File: config.mk
export PLATFORM = sky130hd
export DESIGN_NAME = buff_uart_rx
export DESIGN_NICKNAME = d
export VERILOG_FILES = /design/src/rtl/buff_uart_pkg.sv /design/src/rtl/sync_2ff.sv /design/src/rtl/buff_uart_rx.sv
export SDC_FILE = /design/constraint.sdc
export NUM_CORES = 1
export LEC_CHECK = 0
export ABC_AREA = 1
export CAP_MARGIN = 40
export CORE_ASPECT_RATIO = 1.5
export CORE_MARGIN = 2
export CORE_UTILIZATION = 49
export DETAILED_ROUTE_END_ITERATION = 8
export GPL_ROUTABILITY_DRIVEN = 0
export GPL_TIMING_DRIVEN = 1
export PLACE_DENSITY = 0.73
export RECOVER_POWER = 50
export REMOVE_ABC_BUFFERS = 1
export SLEW_MARGIN = 40
export SYNTH_ARGS = -nofsm -noshare
export SYNTH_HDL_FRONTEND = slang
export SYNTH_SLANG_ARGS = --single-unit
File: constraint.sdc
create_clock -name clk -period 1.5 [get_ports clk]
set_clock_uncertainty 0.1 [all_clocks]
set_input_delay 0.3 -clock clk [delete_from_list [all_inputs] [get_ports clk]]
set_output_delay 0.3 -clock clk [all_outputs]
set_load 0.1 [all_outputs]
File: src/rtl/buff_uart_pkg.sv
// rtl/buff_uart_pkg.sv - shared UART types and bit-timing helper
package buff_uart_pkg;

    typedef enum logic [1:0] {
        IDLE,
        START,
        DATA,
        STOP
    } rx_state_t;

    function automatic int calc_clks_per_bit(input int clock_freq, input int baud_rate);
        return clock_freq / baud_rate;
    endfunction

endpackage

File: src/rtl/sync_2ff.sv
// rtl/sync_2ff.sv - two-flop synchronizer for a single asynchronous bit
module sync_2ff #(
    parameter logic reset_val = 1'b1
) (
    input  logic clk,
    input  logic rst,
    input  logic d,
    output logic q
);

    logic meta;

    always_ff @(posedge clk or posedge rst) begin
        if (rst) begin
            meta <= reset_val;
            q    <= reset_val;
        end else begin
            meta <= d;
            q    <= meta;
        end
    end

endmodule

File: src/rtl/buff_uart_rx.sv
// rtl/buff_uart_rx.sv - UART receiver with one-deep output buffer
module buff_uart_rx
    import buff_uart_pkg::*;
#(
    parameter int width      = 8,
    parameter int baud_rate  = 9600,
    parameter int clock_freq = 460800
) (
    input  logic             clk,
    input  logic             rst,
    input  logic             rx,
    output logic [width-1:0] data_out,
    output logic             valid,
    input  logic             ready,
    output logic             frame_err,
    output logic             overrun
);

    localparam int CLKS_PER_BIT = calc_clks_per_bit(clock_freq, baud_rate);
    localparam int HALF_BIT     = CLKS_PER_BIT / 2;
    localparam int CNT_W        = $clog2(CLKS_PER_BIT);
    localparam int IDX_W        = (width > 1) ? $clog2(width) : 1;

    generate
        if (CLKS_PER_BIT < 4) begin : g_bad_timing
            $error("buff_uart_rx: clock_freq/baud_rate must be at least 4");
        end
    endgenerate

    rx_state_t        state, state_next;
    logic             rx_s;
    logic             rx_prev;
    logic [CNT_W-1:0] cnt;
    logic [IDX_W-1:0] bit_idx;
    logic [width-1:0] shreg;
    logic             start_edge;
    logic             start_sample;
    logic             data_sample;
    logic             stop_sample;

    sync_2ff #(.reset_val(1'b1)) u_sync (
        .clk (clk),
        .rst (rst),
        .d   (rx),
        .q   (rx_s)
    );

    always_ff @(posedge clk or posedge rst) begin
        if (rst) begin
            state <= IDLE;
        end else begin
            state <= state_next;
        end
    end

    always_comb begin
        state_next   = state;
        start_edge   = 1'b0;
        start_sample = 1'b0;
        data_sample  = 1'b0;
        stop_sample  = 1'b0;
        case (state)
            IDLE: begin
                // Edge-only trigger keeps a held-low break from restarting frames.
                if (rx_prev && !rx_s) begin
                    start_edge = 1'b1;
                    state_next = START;
                end
            end
            START: begin
                if (cnt == CNT_W'(HALF_BIT - 1)) begin
                    start_sample = 1'b1;
                    state_next   = rx_s ? IDLE : DATA;
                end
            end
            DATA: begin
                if (cnt == CNT_W'(CLKS_PER_BIT - 1)) begin
                    data_sample = 1'b1;
                    if (bit_idx == IDX_W'(width - 1)) begin
                        state_next = STOP;
                    end
                end
            end
            STOP: begin
                if (cnt == CNT_W'(CLKS_PER_BIT - 1)) begin
                    stop_sample = 1'b1;
                    state_next  = IDLE;
                end
            end
            default: state_next = IDLE;
        endcase
    end

    always_ff @(posedge clk or posedge rst) begin
        if (rst) begin
            rx_prev <= 1'b1;
            cnt     <= '0;
            bit_idx <= '0;
            shreg   <= '0;
        end else begin
            rx_prev <= rx_s;
            if (state == IDLE || start_sample || data_sample || stop_sample) begin
                cnt <= '0;
            end else begin
                cnt <= cnt + CNT_W'(1);
            end
            if (start_edge) begin
                bit_idx <= '0;
            end else if (data_sample) begin
                bit_idx <= bit_idx + IDX_W'(1);
                shreg   <= {rx_s, shreg[width-1:1]};
            end
        end
    end

    // A good stop bit loads only when the buffer is free or being drained this cycle.
    always_ff @(posedge clk or posedge rst) begin
        if (rst) begin
            data_out  <= '0;
            valid     <= 1'b0;
            frame_err <= 1'b0;
            overrun   <= 1'b0;
        end else begin
            frame_err <= 1'b0;
            overrun   <= 1'b0;
            if (stop_sample && rx_s && (!valid || ready)) begin
                data_out <= shreg;
                valid    <= 1'b1;
            end else begin
                if (valid && ready) begin
                    valid <= 1'b0;
                end
                if (stop_sample) begin
                    if (rx_s) begin
                        overrun <= 1'b1;
                    end else begin
                        frame_err <= 1'b1;
                    end
                end
            end
        end
    end

endmodule
==> flow_summary.yaml, run 1 <==
critical_path:
  cp_max_fo: 11
  reg2reg_depth: 10
  timing.rr.start: "cnt[1]$_DFF_PP0_"
  r2r_end: "data_out[2]$_DFFE_PP0P_"
  worst_setup_path_start_kind: "register"
  required_ns: 1.58
  reg2reg_slack_ns: -0.03
  cp-end-kind: "register"
  arrival_ns: 1.61
  worstSetupPathType: "reg -> reg"
layout:
  post-route-util_pct: 71.0
  final_cell_mix: "nand2_1, dfrtp_1, inv_1, buf_12, nor2_1"
  antennaDiodeCount: 0
  layout_commonest_cell: "nand2_1"
  drive_above_1_share_pct: 28.7
  final_nets: 184
  area_delta_synth_final_pct: 35.3
worst_hold_path:
  hold_path_depth: 0
  hold_class: "reg -> reg"
  min_from: "u_sync.meta$_DFF_PP1_"
  whs_endpoint: "u_sync.q$_DFF_PP1_"
power:
  switching_power_w: 0.000607
  power.leakage_nw: 0.976
  ir_worst_vdd_uv: 912
  pwr-share-comb_pct: 17.2
  p_per_area_nw_per_um2: 1120
  intPower_w: 0.00154
  sequentialPowerShare_pct: 48.4
  fin_total_pwr_w: 0.00215
  p_clk_share_pct: 34.4
  swShare_pct: 28.2
sta:
  timing.fmax_ghz: 0.656
  max_slew_margin_pct: 47.8
  setup_ws_ns: -0.0253
  period_share_pct: 102
  rsz0062_at_grt: "true"
  period_needed_ns: 1.53
  hold_violations: 0
  setup_viol: 11
  worst-slew-pin-transition_ns: 0.782
  hold_slack_ns: 0.254
  drv_slew: 0
synth:
  ys.flop_type: "dfrtp_1"
  synth.yosys.seq_area_share_pct: 58.5
  yosys.cell_types.count: 24
  synth.ff_latch_count: 33
  async_flop_share_pct: 100
  syn_avg_cell_area_um2: 9.52
  synth_area_um2: 1420
  ys_warn_count: 0
  postSynthCellCount: 149
  synth_edf_count: 0
clock_network:
  tritoncts.num_buffers: 5
  insertion_delay_ns: 0.29
  cts_tree: "yes"
  cts_sinks: 33
  cts.clk_slew.worst_paths_ns: 0.07
  root_buffer: "clkbuf_8"
  cts-htree-levels: 2
  cts_buffer_depth: 2
global_routing:
  grt_usage_pct: 21.8
  grt_first_pass_wirelength_um: 5050
  antenna_found_initial: 0
  grt_max_degree: 34
  first_global_vias: 1122
  grt-ovfl-total: 0
die:
  row_count: 23
  die-area_um2: 3350
  dieHeight_um: 69.9
  chipWidth_um: 47.9
  io_pins: 15
  coreArea_um2: 2710
  initial_utilization_pct: 52.5
detailed_routing:
  via_per_inst: 5.05
  drt_pass1_iterations: 4
  via_count: 1086
  drt-initial-drc-count: 15
  drc: 0
  wl_um: 2960
  wl_per_cell_um: 13.8
  ant_nets: 0
outcome:
  violations: "setup timing"
  status: "finished with violations"
place:
  dpl.hpwl_um: 1980
  port_buffers: 14
flow_run:
  drv_cap: 0
## metrics by stage
step	worst slack, ns	setup TNS [ns]	std cells	instance area [µm²]
CTS	-0.0392	-0.256	215	1920
global placement	-0.0597	-0.495	206	1770
floorplan	-0.210	-2.45	147	1400
global route	-0.158	-3.08	215	1920
finish	-0.0253	-0.138	215	1920
detailed placement	-0.144	-1.86	206	1770
## cells in the mapped netlist (2+ instances only)
master,n,area (µm²)
ha_1,3,37.5
nand3_1,10,50.1
nand2_2,5,31.3
nand2_1,40,150
dfrtp_1,30,751
o21ai_2,2,17.5
xor2_1,3,26.3
a21oi_1,3,15.0
nor2_1,11,41.3
o21ai_0,7,35.0
nand4_1,2,12.5
inv_1,17,63.8
dfstp_2,3,78.8
nor3_1,3,15.0
## cells by family (layout without fill, tap and decap cells)
group	Yosys count	in the layout	share of synthesized area, %
buffers and inverters	21	50	6.26
and+or+nand+nor	75	75	24.7
AOI/OAI and AO/OA	12	12	4.76
xor gates and xnor gates	4	4	2.47
muxes	1	1	0.705
DFF	33	33	58.5
adders and majority gates	3	3	2.65
## sequential cells by signal, indices dropped and copies added, names as in the netlist, named ones only
register and count:
cnt 6, overrun 1, bit_idx 3, data_out 8, rx_prev 1, shreg 8
u_sync.q 1, frame_err 1, valid 1, state 1, u_sync.meta 1
## routing by layer
metal | GRT usage [%] | routed length, µm
met4 | 11.7 | 97
met1 | 24.3 | 1110
met2 | 34.5 | 1620
met5 | 0 | 0
met3 | 7.49 | 135
## final cells by class
| type | instances | area (µm²) |
|---|---|---|
| Timing Repair Buffer | 23 | 332 |
| Inverter | 19 | 72.6 |
| Sequential cell | 33 | 830 |
| Multi-Input combinational cell | 95 | 538 |
| Clock buffer | 7 | 96.3 |
| Tap cell | 37 | 46.3 |
| Clock inverter | 1 | 5.00 |
| Fill cell | 206 | 786 |
## power groups by stage
| stage | Sequential, W | Clock [W] | Combinational [W] |
|---|---|---|---|
| 2_1_floorplan | 0.00104 | 0 | 0.000240 |
| 3_3_place_gp | 0.00104 | 0 | 0.000321 |
| 3_5_place_dp | 0.00106 | 0 | 0.000343 |
| 4_1_cts | 0.00104 | 0.000751 | 0.000358 |
| 5_1_grt | 0.00105 | 0.000794 | 0.000410 |
| 6_report | 0.00104 | 0.000739 | 0.000370 |
## worst max-delay path by stage
stage               slack [ns]                      end               from  cells past startpoint
floorplan                -0.21  data_out[2]$_DFFE_PP0P_  valid$_DFFE_PP0P_                      4
global placement         -0.06  data_out[2]$_DFFE_PP0P_   cnt[0]$_DFF_PP0_                     10
detailed placement       -0.14         cnt[1]$_DFF_PP0_   cnt[1]$_DFF_PP0_                      8
CTS                      -0.04  data_out[2]$_DFFE_PP0P_   cnt[1]$_DFF_PP0_                     10
global route             -0.16  data_out[5]$_DFFE_PP0P_   cnt[1]$_DFF_PP0_                     10
finish                   -0.03  data_out[2]$_DFFE_PP0P_   cnt[1]$_DFF_PP0_                     10
## timing repair
item | 4_1_cts | 5_1_grt
setup buffers | 1 | 0
gates resized for setup | 7 | 6
cloned | 0 | 0
setup endpoints to repair | 18 | 28
hold buffers | 0 | 0
## critical path, cell delays in order (launching register included)
cell,delay (ns)
dfrtp_1,0.36
ha_2,0.19
nand2_2,0.07
nor2_4,0.10
nand2_2,0.06
clkinv_2,0.07
nand2_4,0.06
nor2_8,0.16
nand2_8,0.11
nand2_1,0.08
o21ai_2,0.05
Note: power is estimated with default switching activity, not from simulation.
==> run 2, diff against run 1 <==
--- a/config.mk
+++ b/config.mk
@@ -6,7 +6,7 @@
 export NUM_CORES = 1
 export LEC_CHECK = 0
 export ABC_AREA = 1
-export CAP_MARGIN = 40
+export CAP_MARGIN = 5
 export CORE_ASPECT_RATIO = 1.5
 export CORE_MARGIN = 2
 export CORE_UTILIZATION = 49
==> results of run 2 <==
The final DEF is identical to that of run 1; final timing and power are the same.
==> run 3, diff against run 2 <==
--- a/config.mk
+++ b/config.mk
@@ -6,13 +6,14 @@
 export NUM_CORES = 1
 export LEC_CHECK = 0
 export ABC_AREA = 1
-export CAP_MARGIN = 5
+export CAP_MARGIN = 20
 export CORE_ASPECT_RATIO = 1.5
 export CORE_MARGIN = 2
 export CORE_UTILIZATION = 49
 export DETAILED_ROUTE_END_ITERATION = 8
 export GPL_ROUTABILITY_DRIVEN = 0
 export GPL_TIMING_DRIVEN = 1
+export HOLD_SLACK_MARGIN = 0.05
 export PLACE_DENSITY = 0.73
 export RECOVER_POWER = 50
 export REMOVE_ABC_BUFFERS = 1
==> results of run 3 <==
The final DEF is identical to that of run 1; final timing and power are the same.
